==> src/rtl/hazard_scoreboard.sv <==
// hazard_scoreboard
//   Load-use hazard controller for the in-order pipeline. Each architectural
//   register has a small countdown that is loaded with LOAD_LAT when a load
//   targeting it issues and is cleared when an ALU writer of the same register
//   issues. A decoded instruction stalls while any source it reads still has a
//   non-zero countdown. A taken branch in EX overrides the stall and flushes.
//
//   Optional feature macro: HAZARD_STALL_COUNTER_EN (stalled-cycle counter).
//
// Ports
//   clk, reset          clock, synchronous active-high reset
//   id_valid            decode holds a real instruction
//   id_src/id_src_used  NSRC packed source indices and their read enables
//   id_rd/id_regwrite   destination register and write enable
//   id_memread          ID instruction is a load
//   ex_br_taken         branch resolved taken in EX
//   stall               load-use stall (combinational)
//   pc_write_enable     PC write enable
//   if_id_write_enable  IF/ID write enable
//   id_ex_bubble        zero ID/EX control
//   if_id_flush         squash IF/ID on the next edge
//   stall_count         stalled-cycle count (0 when the counter is compiled out)

// One scoreboard entry: countdown of cycles until the register's load data
// can be forwarded.
module hazard_sb_slot #(
    parameter int CW       = 1,
    parameter int LOAD_LAT = 1
) (
    input  logic          clk,
    input  logic          reset,
    input  logic          set_load,
    input  logic          set_alu,
    output logic [CW-1:0] cnt
);
    always_ff @(posedge clk) begin
        if (reset)
            cnt <= '0;
        else if (set_load)
            cnt <= CW'(LOAD_LAT);
        else if (set_alu)
            cnt <= '0;  // younger ALU writer supersedes the pending load
        else if (cnt != '0)
            cnt <= cnt - 1'b1;
    end
endmodule

module hazard_scoreboard #(
    parameter int NREG        = 32,
    parameter int ZERO_REG    = 31,
    parameter int LOAD_LAT    = 1,
    parameter int NSRC        = 2,
    parameter int STALL_CNT_W = 32,
    localparam int RW         = $clog2(NREG),
    localparam int CW         = $clog2(LOAD_LAT + 1)
) (
    input  logic                   clk,
    input  logic                   reset,
    input  logic                   id_valid,
    input  logic [NSRC*RW-1:0]     id_src,
    input  logic [NSRC-1:0]        id_src_used,
    input  logic [RW-1:0]          id_rd,
    input  logic                   id_regwrite,
    input  logic                   id_memread,
    input  logic                   ex_br_taken,
    output logic                   stall,
    output logic                   pc_write_enable,
    output logic                   if_id_write_enable,
    output logic                   id_ex_bubble,
    output logic                   if_id_flush,
    output logic [STALL_CNT_W-1:0] stall_count
);
    logic [NREG-1:0][CW-1:0] cnt;
    logic [NSRC-1:0]         hit;
    logic                    issue;

    // A destination index >= NREG matches no slot below, so it never issues.
    assign issue = id_valid & ~stall & ~ex_br_taken & id_regwrite &
                   (id_rd != RW'(ZERO_REG));

    for (genvar r = 0; r < NREG; r++) begin : g_slot
        if (r == ZERO_REG) begin : g_zero
            assign cnt[r] = '0;
        end else begin : g_track
            logic sel;
            assign sel = issue & (id_rd == RW'(r));
            hazard_sb_slot #(.CW(CW), .LOAD_LAT(LOAD_LAT)) u_slot (
                .clk      (clk),
                .reset    (reset),
                .set_load (sel & id_memread),
                .set_alu  (sel & ~id_memread),
                .cnt      (cnt[r])
            );
        end
    end

    // Source lookup by compare against every slot: an index >= NREG matches
    // nothing and so behaves as an unused source. The zero register's slot is
    // tied to 0, so XZR never hits.
    always_comb begin
        hit = '0;
        for (int k = 0; k < NSRC; k++) begin
            for (int r = 0; r < NREG; r++) begin
                if (id_src[k*RW +: RW] == RW'(r) && cnt[r] != '0)
                    hit[k] = 1'b1;
            end
            hit[k] = hit[k] & id_valid & id_src_used[k];
        end
    end

    assign stall              = (|hit) & ~ex_br_taken & ~reset;
    assign pc_write_enable    = ~stall | ex_br_taken;
    assign if_id_write_enable = ~stall | ex_br_taken;
    assign id_ex_bubble       = ~reset & (stall | ex_br_taken);
    assign if_id_flush        = ~reset & ex_br_taken;

`ifdef HAZARD_STALL_COUNTER_EN
    logic [STALL_CNT_W-1:0] stall_cnt_q;

    always_ff @(posedge clk) begin
        if (reset)
            stall_cnt_q <= '0;
        else if (stall && stall_cnt_q != '1)
            stall_cnt_q <= stall_cnt_q + 1'b1;
    end

    // Reads as zero for the whole reset cycle, not just after the edge.
    assign stall_count = reset ? '0 : stall_cnt_q;
`else
    assign stall_count = '0;
`endif
endmodule
==> config.mk <==
export PLATFORM = sky130hd
export DESIGN_NAME = hazard_scoreboard
export DESIGN_NICKNAME = d
export VERILOG_FILES = /design/src/rtl/hazard_scoreboard.sv
export SDC_FILE = /design/constraint.sdc
export NUM_CORES = 1
export LEC_CHECK = 0
export ABC_CLOCK_PERIOD_IN_PS = 4000
export CAP_MARGIN = 5
export CORE_MARGIN = 1
export CORE_UTILIZATION = 48
export CTS_CLUSTER_SIZE = 28
export DETAILED_ROUTE_END_ITERATION = 6
export PLACE_DENSITY = 0.88
export SLEW_MARGIN = 10
export SYNTH_ARGS = -nofsm -noshare
export SYNTH_HDL_FRONTEND = slang
export SYNTH_SLANG_ARGS = --single-unit
==> constraint.sdc <==
create_clock -name clk -period 4 [get_ports clk]
set_clock_uncertainty 0.2 [all_clocks]
set_input_delay 1 -clock clk [delete_from_list [all_inputs] [get_ports clk]]
set_output_delay 1 -clock clk [all_outputs]
set_load 0.02 [all_outputs]
==> results.sh, run 1 <==
export IMPL_startpoint_type="primary input"
export IMPL_syn_area_per_cell_um2=8.89
export IMPL_r2r_cells=8
export IMPL_layout_common_cells="sky130_fd_sc_hd__conb_1, sky130_fd_sc_hd__dfxtp_1, sky130_fd_sc_hd__nor3_1, sky130_fd_sc_hd__buf_4, sky130_fd_sc_hd__clkdlybuf4s50_1"
export IMPL_nFillCells=351
export IMPL_setup_viol=0
export IMPL_clkLatencyLatePin_ps=280
export IMPL_global_route_usage_total_pct=23.1
export IMPL_holdBufCountCts=0
export IMPL_htree_levels=2
export IMPL_report_final_hold_viol_count=0
export IMPL_proportion_of_layout_cells_with_a_drive_suffix_above_1_pct=28.5
export IMPL_detailed_route_via_count=1849
export IMPL_number_of_top_level_pins=60
export IMPL_wl_met1_mm=2.26
export IMPL_timing_fmax_mhz=253
export IMPL_dpl_ws_ps=-853
export IMPL_cts_reportedPaths_clkPinSlew_ps=60
export IMPL_routed_wire_length_on_met2_mm=2.54
export IMPL_numPlacedInstances=315
export IMPL_max_cap_violations=0
export IMPL_top_signal_layer_used="met4"
export IMPL_number_of_antenna_violations_at_the_first_check_in_global_routing=0
export IMPL_rsz0062_at_grt="false"
export IMPL_post_synth_edffs=0
export IMPL_setup_tns_ps=0
export IMPL_grt_overflow_total=0
export IMPL_worst_case_hold_slack_ps=1250
export IMPL_critical_path_top_delay_family="simple AND/OR/NAND/NOR gates"
export IMPL_grt_max_degree=32
export IMPL_seqCellArea_um2=621
export IMPL_totalPowerFinal_mw=0.759
export IMPL_finalWorstSetupSlack_ps=42.0
export IMPL_postSynthCellCount=235
export IMPL_timing_critical_path_arrival_ps=2760
export IMPL_grt_first_pass_wirelength_mm=7.89
export IMPL_die_width_um=68.0
export IMPL_totalWireLength_mm=5.25
export IMPL_route_detailed_drc=0
export IMPL_die_area_um2=4620
export IMPL_critical_path_buf_inv_count=2
export IMPL_cts_root_to_sink_buffers=2
export IMPL_worstSetupPathType="in -> out"
export IMPL_p_leak_nw=0.978
export IMPL_place_area_um2=2350
export IMPL_die_y_um=68.0
export IMPL_number_of_distinct_library_cells_after_synthesis=50
export IMPL_synth_async_reset_ratio_pct=0
export IMPL_num_antenna_cells=0
export IMPL_synth_area_um2=2090
export IMPL_top_register="g_slot.g_track.u_slot.cnt"
export IMPL_cts_sinks=31
export IMPL_synthToLayoutAreaGrowth_pct=21.9
export IMPL_largest_register_ffs=31
export IMPL_fin_util_pct=62.3
export IMPL_drv_slew=0
export IMPL_routedWlPerCell_um=16.1
export IMPL_powerDensity_nw_per_um2=298
export IMPL_routabilityCongestion=0.907
export IMPL_ir_worst_vdd_v=0.000212
export IMPL_largest_registers="g_slot.g_track.u_slot.cnt (31)"
export IMPL_number_of_global_route_vias_before_repair=1688
export IMPL_cpPeakStageDelay_ps=530
export IMPL_numPortBuffers=27
export IMPL_cp_data_required_time_ps=2800
export IMPL_drt_first_pass_iters=4
export IMPL_worst_path_max_delay_cell="sky130_fd_sc_hd__or4_4"
export IMPL_setup_worst_path_end_class="output pin"
export IMPL_cts_tree="done"
export IMPL_initial_utilization_pct=51.1
export IMPL_dp_hpwl_mm=3.70
export IMPL_status="complete, no violations"
export IMPL_worstSetupPathDepth=8
export IMPL_synthFlopType="sky130_fd_sc_hd__dfxtp_1"
export IMPL_ys_ff_latch=31
export IMPL_yosysWarningCount=0
export IMPL_met3_wirelength_um=322
export IMPL_floorplan_core_area_um2=4090
export IMPL_worst_hold_path_depth=8
export IMPL_cts_root_buf="sky130_fd_sc_hd__clkbuf_8"
export IMPL_final_min_period_over_clock_period_pct=98.9
export IMPL_nets=299
export IMPL_iter_0_drt_violations=132
export IMPL_finalNonFillerCells=327
export IMPL_crit_path_cell_trace="buf_2 > mux2i_1 > nor3_1 > or4_4 > nor4_4 > o22ai_4 > or2_4 > buf_6"
export IMPL_layout_commonest_cell="sky130_fd_sc_hd__conb_1"
export IMPL_multiInputGateArea_um2=1260
export IMPL_period_minus_slack_ps=3960
export IMPL_cts_made_buffers=5
export IMPL_post_drt_via_cell_ratio=5.65
export IMPL_share_of_synthesized_area_occupied_by_flip_flops_and_latches_pct=29.7
export IMPL_finish_instance_area_um2=2550
export IMPL_std_cell_rows=23
export IMPL_crit_path_max_fanout=3
export IMPL_antenna_violating_nets_post_route=0
export IMPL_hold_class="reg -> reg"
==> cell usage after synthesis, types with 4 or more instances <==
library cell / n / area (um^2)
sky130_fd_sc_hd__nand3_1: 7 / 35.0
sky130_fd_sc_hd__nand2b_1: 6 / 37.5
sky130_fd_sc_hd__nand2_1: 10 / 37.5
sky130_fd_sc_hd__mux2i_1: 12 / 120
sky130_fd_sc_hd__nor4_2: 5 / 62.6
sky130_fd_sc_hd__buf_4: 35 / 263
sky130_fd_sc_hd__nor4_1: 5 / 31.3
sky130_fd_sc_hd__and3b_1: 5 / 43.8
sky130_fd_sc_hd__buf_2: 5 / 25.0
sky130_fd_sc_hd__buf_6: 5 / 56.3
sky130_fd_sc_hd__inv_1: 5 / 18.8
sky130_fd_sc_hd__a31oi_1: 4 / 25.0
sky130_fd_sc_hd__nor2_1: 5 / 18.8
sky130_fd_sc_hd__nor3_2: 5 / 50.1
sky130_fd_sc_hd__a21oi_1: 6 / 30.0
sky130_fd_sc_hd__dfxtp_1: 31 / 621
sky130_fd_sc_hd__o21ai_0: 8 / 40.0
sky130_fd_sc_hd__clkbuf_1: 5 / 18.8
sky130_fd_sc_hd__nor3_1: 22 / 110
sky130_fd_sc_hd__nor3b_1: 6 / 45.0
==> what timing repair did <==
item | in CTS | in global routing
pin swaps | 7 | 5
resized for setup | 60 | 7
hold endpoints to repair | 0 | 0
setup buffers | 4 | 0
endpoints found under the setup margin | 4 | 3
==> report_power, final <==
group,switching [mW],internal (mW),leakage [nW]
combinational,0.0862,0.0548,0.667
clock,0.107,0.201,0.0612
sequential,0.000241,0.309,0.250
==> area by class of cell <==
cell class | count | area share, %
inverters | 5 | 0.885
flip-flops and latches | 31 | 24.4
clock buffers | 6 | 3.24
multi-input cells | 178 | 49.5
repair buffers | 55 | 18.1
well taps | 50 | 2.46
clock inverters | 2 | 1.38
==> path summary, 6_finish.rpt <==
kind / from / end / slack, ps
hold / removal: g_slot[14].g_track.u_slot.cnt$_SDFF_PP0_ / g_slot[25].g_track.u_slot.cnt$_SDFF_PP0_ / 1250
setup reg to reg: g_slot[13].g_track.u_slot.cnt$_SDFF_PP0_ / g_slot[19].g_track.u_slot.cnt$_SDFF_PP0_ / 1520
hold reg to reg: g_slot[14].g_track.u_slot.cnt$_SDFF_PP0_ / g_slot[25].g_track.u_slot.cnt$_SDFF_PP0_ / 1250
setup / recovery: id_src[8] / id_ex_bubble / 40
==> layer usage <==
layer  GRT usage (%)  vias to the layer above
li1                -                      882
met1            29.4                      861
met2            37.7                       92
met3            4.33                       14
met4            9.90                        0
met5               0                        -
==> logic make-up (layout without fill, tap and decap cells) <==
family	Yosys count	count (layout)	share of synthesized area (%)
and+or+nand+nor	97	97	31.4
other	1	32	0.180
muxes	15	15	7.55
AOI/OAI and AO/OA	34	34	12.5
DFF	31	31	29.7
buffers and inverters	57	68	18.6
==> worst min-delay path, cell delays in order (launching register included) <==
cell and delay, ps:
sky130_fd_sc_hd__dfxtp_1 310, sky130_fd_sc_hd__inv_1 50, sky130_fd_sc_hd__o21ai_1 60, sky130_fd_sc_hd__o22ai_1 170, sky130_fd_sc_hd__a32o_2 180, sky130_fd_sc_hd__o22ai_4 80, sky130_fd_sc_hd__buf_6 130, sky130_fd_sc_hd__buf_4 230
sky130_fd_sc_hd__nor3_2 190
(Power assumes the default switching activity.)
==> run 2: changes to the inputs <==
--- a/config.mk
+++ b/config.mk
@@ -9,9 +9,10 @@
 export CAP_MARGIN = 5
 export CORE_MARGIN = 1
 export CORE_UTILIZATION = 48
-export CTS_CLUSTER_SIZE = 28
+export CTS_CLUSTER_SIZE = 25
 export DETAILED_ROUTE_END_ITERATION = 6
 export PLACE_DENSITY = 0.88
+export SKIP_LAST_GASP = 1
 export SLEW_MARGIN = 10
 export SYNTH_ARGS = -nofsm -noshare
 export SYNTH_HDL_FRONTEND = slang
==> results.sh, run 2 (synthesis gave the netlist of run 1 again) <==
export IMPL_setup_tns_ps=0
export IMPL_largest_registers="g_slot.g_track.u_slot.cnt (31)"
export IMPL_number_of_antenna_violations_at_the_first_check_in_global_routing=0
export IMPL_route_detailed_drc=0
export IMPL_crit_path_max_fanout=4
export IMPL_iter_0_drt_violations=93
export IMPL_largest_register_ffs=31
export IMPL_cts_tree="done"
export IMPL_post_drt_via_cell_ratio=5.66
export IMPL_worstSetupPathType="in -> out"
export IMPL_grt_first_pass_wirelength_mm=7.89
export IMPL_drv_slew=0
export IMPL_setup_worst_path_end_class="output pin"
export IMPL_grt_overflow_total=0
export IMPL_max_cap_violations=0
export IMPL_top_register="g_slot.g_track.u_slot.cnt"
export IMPL_routedWlPerCell_um=15.4
export IMPL_drt_first_pass_iters=4
export IMPL_cts_made_buffers=5
export IMPL_status="complete, no violations"
export IMPL_die_y_um=68.0
export IMPL_cts_sinks=31
export IMPL_dp_hpwl_mm=3.70
export IMPL_cp_data_required_time_ps=2800
export IMPL_proportion_of_layout_cells_with_a_drive_suffix_above_1_pct=29.1
export IMPL_synthToLayoutAreaGrowth_pct=21.6
export IMPL_layout_commonest_cell="sky130_fd_sc_hd__conb_1"
export IMPL_nFillCells=354
export IMPL_std_cell_rows=23
export IMPL_number_of_global_route_vias_before_repair=1686
export IMPL_startpoint_type="primary input"
export IMPL_numPortBuffers=27
export IMPL_powerDensity_nw_per_um2=298
export IMPL_floorplan_core_area_um2=4090
export IMPL_cts_reportedPaths_clkPinSlew_ps=60
export IMPL_antenna_violating_nets_post_route=0
export IMPL_cts_root_to_sink_buffers=2
export IMPL_num_antenna_cells=0
export IMPL_die_width_um=68.0
export IMPL_grt_max_degree=32
export IMPL_initial_utilization_pct=51.1
export IMPL_fin_util_pct=62.2
export IMPL_report_final_hold_viol_count=0
export IMPL_timing_critical_path_arrival_ps=2740
export IMPL_cts_root_buf="sky130_fd_sc_hd__clkbuf_8"
export IMPL_clkLatencyLatePin_ps=280
export IMPL_nets=300
export IMPL_number_of_top_level_pins=60
export IMPL_layout_common_cells="sky130_fd_sc_hd__conb_1, sky130_fd_sc_hd__dfxtp_1, sky130_fd_sc_hd__buf_4"
export IMPL_detailed_route_via_count=1855
export IMPL_ir_worst_vdd_v=0.000213
export IMPL_timing_fmax_mhz=254
export IMPL_period_minus_slack_ps=3940
export IMPL_setup_viol=0
export IMPL_final_min_period_over_clock_period_pct=98.4
export IMPL_die_area_um2=4620
export IMPL_routabilityCongestion=0.907
export IMPL_totalWireLength_mm=5.06
export IMPL_global_route_usage_total_pct=23.1
export IMPL_htree_levels=2
export IMPL_hold_class="in -> reg"
export IMPL_p_leak_nw=0.981
-- run 2: per-layer routing --
layer	vias to the layer above	GRT usage (%)	share of wire (%)
met1	872	29.6	44
li1	882	-	-
met5	-	0	0
met2	89	37.5	48
met3	12	4.33	6.5
met4	0	10.2	2.1
-- run 2: metrics by stage --
step / hold WS, ps / worst slack [ps] / total power, mW / std cells / cell area, um^2
2_1_floorplan: 817 / 0.339 / 0.422 / 266 / 2220
3_3_place_gp: 1270 / -784 / 0.444 / 315 / 2350
3_5_place_dp: 1280 / -853 / 0.446 / 315 / 2350
4_1_cts: 1250 / -31.0 / 0.759 / 327 / 2540
5_1_grt: 1330 / -9.98 / 0.783 / 328 / 2540
6_report: 1260 / 64.2 / 0.757 / 328 / 2540
-- run 2: final timing paths --
path / to / cells after the start / slack, ps / startpoint
setup reg to reg: g_slot[22].g_track.u_slot.cnt$_SDFF_PP0_ / 8 / 1570 / g_slot[1].g_track.u_slot.cnt$_SDFF_PP0_
setup / recovery: id_ex_bubble / 9 / 60 / id_src[5]
hold reg to reg: g_slot[25].g_track.u_slot.cnt$_SDFF_PP0_ / 8 / 1270 / g_slot[14].g_track.u_slot.cnt$_SDFF_PP0_
hold / removal: g_slot[23].g_track.u_slot.cnt$_SDFF_PP0_ / 3 / 1260 / id_rd[0]
-- run 2: final cells by class --
cell class	instances	area (um^2)	area share [%]
sequential	31	621	24.4
inverter	5	22.5	0.887
timing repair buffer	56	465	18.3
tap	50	62.6	2.46
multi-input combinational	178	1250	49.3
clock inverter	2	35.0	1.38
clock buffer	6	82.6	3.25
-- run 2: repair_timing --
action,CTS,global route
gates cloned,0,0
pin swaps,6,6
resized for setup,58,15
hold buffers,0,0
endpoints found under the setup margin,4,4
buffers inserted,4,1
-- run 2: critical path, cell delays in order --
cell and delay [ps]:
sky130_fd_sc_hd__buf_2 130, sky130_fd_sc_hd__buf_4 140, sky130_fd_sc_hd__mux2_4 300, sky130_fd_sc_hd__a311oi_2 230
sky130_fd_sc_hd__a21oi_1 110, sky130_fd_sc_hd__o311ai_4 330, sky130_fd_sc_hd__o22ai_4 120, sky130_fd_sc_hd__or2_4 240
sky130_fd_sc_hd__buf_6 130
-- run 2: report_power, final --
group / switching [mW] / internal (mW) / leakage [nW]
logic: 0.0854 / 0.0552 / 0.670
clock network: 0.106 / 0.201 / 0.0612
registers: 0.000230 / 0.309 / 0.250
==> run 3: changes to the inputs <==
--- a/config.mk
+++ b/config.mk
@@ -8,12 +8,13 @@
 export ABC_CLOCK_PERIOD_IN_PS = 4000
 export CAP_MARGIN = 5
 export CORE_MARGIN = 1
-export CORE_UTILIZATION = 48
+export CORE_UTILIZATION = 52
 export CTS_CLUSTER_SIZE = 25
 export DETAILED_ROUTE_END_ITERATION = 6
-export PLACE_DENSITY = 0.88
+export PLACE_DENSITY = 0.89
 export SKIP_LAST_GASP = 1
 export SLEW_MARGIN = 10
 export SYNTH_ARGS = -nofsm -noshare
 export SYNTH_HDL_FRONTEND = slang
+export SYNTH_HIERARCHICAL = 1
 export SYNTH_SLANG_ARGS = --single-unit
==> results.sh, run 3 <==
export IMPL_die_area_um2=5070
export IMPL_floorplan_core_area_um2=4470
export IMPL_layout_commonest_cell="sky130_fd_sc_hd__conb_1"
export IMPL_layout_common_cells="sky130_fd_sc_hd__conb_1, sky130_fd_sc_hd__nor2b_4, sky130_fd_sc_hd__dfxtp_1"
export IMPL_cp_data_required_time_ps=2800
export IMPL_numPortBuffers=27
export IMPL_setup_worst_path_end_class="output pin"
export IMPL_cts_tree="done"
export IMPL_worstSetupPathType="in -> out"
export IMPL_worst_r2r_endpoint="g_slot[27].g_track.u_slot/cnt$_SDFF_PP0_"
export IMPL_crit_path_max_fanout=7
export IMPL_grt_first_pass_wirelength_mm=8.76
export IMPL_cp_common_cell="sky130_fd_sc_hd__buf_4"
export IMPL_status="finished with violations"
export IMPL_slew_headroom_pct=41.7
export IMPL_cts_sinks=31
export IMPL_postSynthCellCount=272
export IMPL_tightest_slew_ps=875
export IMPL_worst_path_max_delay_cell="sky130_fd_sc_hd__o32a_4"
export IMPL_largest_registers="g_slot.g_track.u_slot/cnt (31)"
export IMPL_seqCellArea_um2=621
export IMPL_cts_root_buf="sky130_fd_sc_hd__clkbuf_8"
export IMPL_powerDensity_nw_per_um2=239
export IMPL_cts_made_buffers=5
export IMPL_antenna_violating_nets_post_route=0
export IMPL_die_y_um=71.2
export IMPL_nets=331
export IMPL_num_antenna_cells=0
export IMPL_r2r_start="g_slot[25].g_track.u_slot/cnt$_SDFF_PP0_"
export IMPL_r2r_cells=9
export IMPL_max_cap_violations=0
export IMPL_worstSetupPathDepth=9
export IMPL_clkLatencyLatePin_ps=280
export IMPL_htree_levels=2
export IMPL_number_of_top_level_pins=60
export IMPL_critical_path_top_delay_family="compound AO/OA/AOI/OAI gates"
export IMPL_period_minus_slack_ps=4030
export IMPL_proportion_of_layout_cells_with_a_drive_suffix_above_1_pct=34.1
export IMPL_cts_root_to_sink_buffers=2
export IMPL_initial_utilization_pct=55.7
export IMPL_report_final_hold_viol_count=0
export IMPL_yosysWarningCount=6
export IMPL_route_detailed_drc=6
export IMPL_timing_critical_path_arrival_ps=2830
export IMPL_largest_register_ffs=31
export IMPL_grt_overflow_total=0
export IMPL_totalWireLength_mm=5.62
export IMPL_synth_area_um2=2490
export IMPL_gr_max_usage_layer="met2"
export IMPL_top_register="g_slot.g_track.u_slot/cnt"
export IMPL_fin_util_pct=65.2
export IMPL_detailed_route_via_count=2062
export IMPL_cts_reportedPaths_clkPinSlew_ps=60
export IMPL_hold_end="g_slot[27].g_track.u_slot/cnt$_SDFF_PP0_"
export IMPL_global_route_usage_total_pct=22.3
export IMPL_multiInputGateArea_um2=1670
export IMPL_failing_checks="design-rule violations, negative setup slack"
export IMPL_drt_first_pass_iters=7
export IMPL_critical_path_buf_inv_count=3
export IMPL_syn_area_per_cell_um2=9.16
export IMPL_post_drt_via_cell_ratio=5.73
export IMPL_finalWorstSetupSlack_ps=-27.0
export IMPL_holdBufCountCts=0
export IMPL_die_width_um=71.2
export IMPL_final_min_period_over_clock_period_pct=101
export IMPL_worst_case_hold_slack_ps=1210
export IMPL_dp_hpwl_mm=3.85
export IMPL_hold_class="in -> reg"
export IMPL_startpoint_type="primary input"
export IMPL_setup_tns_ps=-27.0
export IMPL_number_of_global_route_vias_before_repair=1873
export IMPL_ir_worst_vdd_v=0.000177
export IMPL_worst_hold_path_depth=3
export IMPL_drv_slew=0
export IMPL_timing_fmax_mhz=248
export IMPL_number_of_antenna_violations_at_the_first_check_in_global_routing=0
export IMPL_nFillCells=335
export IMPL_groute_layer_met1_usage_pct=29.9
export IMPL_synthToLayoutAreaGrowth_pct=17.0
export IMPL_routabilityCongestion=0.907
export IMPL_routedWlPerCell_um=15.6
export IMPL_met3_capacity_usage_during_global_routing_pct=4.64
export IMPL_iter_0_drt_violations=260
export IMPL_p_leak_nw=1.02
export IMPL_crit_path_cell_trace="clkdlybuf4s15_2 > buf_4 > nor4bb_1 > o21ai_0 > o21ai_1 > nor4_2 > o32a_4 > a21oi_2 > buf_4"
export IMPL_std_cell_rows=24
export IMPL_min_delay_start="reset"
export IMPL_regToRegSetupSlack_ps=1430
export IMPL_grt_max_degree=34
export IMPL_setup_viol=1
export IMPL_groute_layer_met2_usage_pct=33.9
export IMPL_cpPeakStageDelay_ps=420
## run 3: final cells by class
type,count,area share [%]
inverter,4,0.515
timing repair buffer,55,15.8
sequential,31,21.3
clock buffer,6,2.83
multi-input combinational,211,57.2
clock inverter,1,0.172
tap,52,2.23
## run 3: worst max path at each step
| stage | startpoint | to |
|---|---|---|
| 3_5_place_dp | id_src[6] | id_ex_bubble |
| 5_1_grt | id_src[6] | id_ex_bubble |
| 2_1_floorplan | id_src[6] | id_ex_bubble |
| 6_report | id_src[6] | id_ex_bubble |
| 4_1_cts | id_src[5] | id_ex_bubble |
| 3_3_place_gp | id_src[7] | id_ex_bubble |
## run 3: report_power, final
group          total, mW  switching, mW  internal (mW)
clock              0.237          0.103          0.134
combinational      0.151         0.0972         0.0535
sequential         0.309       0.000212          0.309
## run 3: worst register-to-register path, stage by stage (launching register included)
cell                       delay (ps)
sky130_fd_sc_hd__dfxtp_1          330
sky130_fd_sc_hd__mux2_4           270
sky130_fd_sc_hd__a221oi_2         300
sky130_fd_sc_hd__nor3_2            80
sky130_fd_sc_hd__nor4_2           280
sky130_fd_sc_hd__o32a_4           260
sky130_fd_sc_hd__inv_2             40
sky130_fd_sc_hd__buf_4            230
sky130_fd_sc_hd__nor4_1           330
sky130_fd_sc_hd__nor2b_4          180
## run 3: metrics by stage
step	cell area, um^2	power [mW]	setup slack [ps]	cells
2_1_floorplan	2610	0.418	135	303
3_3_place_gp	2720	0.453	-736	346
3_5_place_dp	2720	0.455	-767	346
4_1_cts	2850	0.694	1.49	356
5_1_grt	2920	0.730	-89.9	360
6_report	2920	0.697	-27.0	360
## run 3: what timing repair did
item / CTS / global route
setup endpoints to repair: 4 / 2
gates cloned: 1 / 0
buffers inserted: 2 / 4
resized for setup: 37 / 16
pin swaps: 5 / 10
## run 3: routing by layer
metal  part of all wire (%)  vias to the layer above  wire length, um
met4                    4.5                        0              250
met5                      0                        -                0
met2                     44                      141             2500
met1                     44                      931             2460
li1                       -                      964                -
met3                    7.4                       26              413
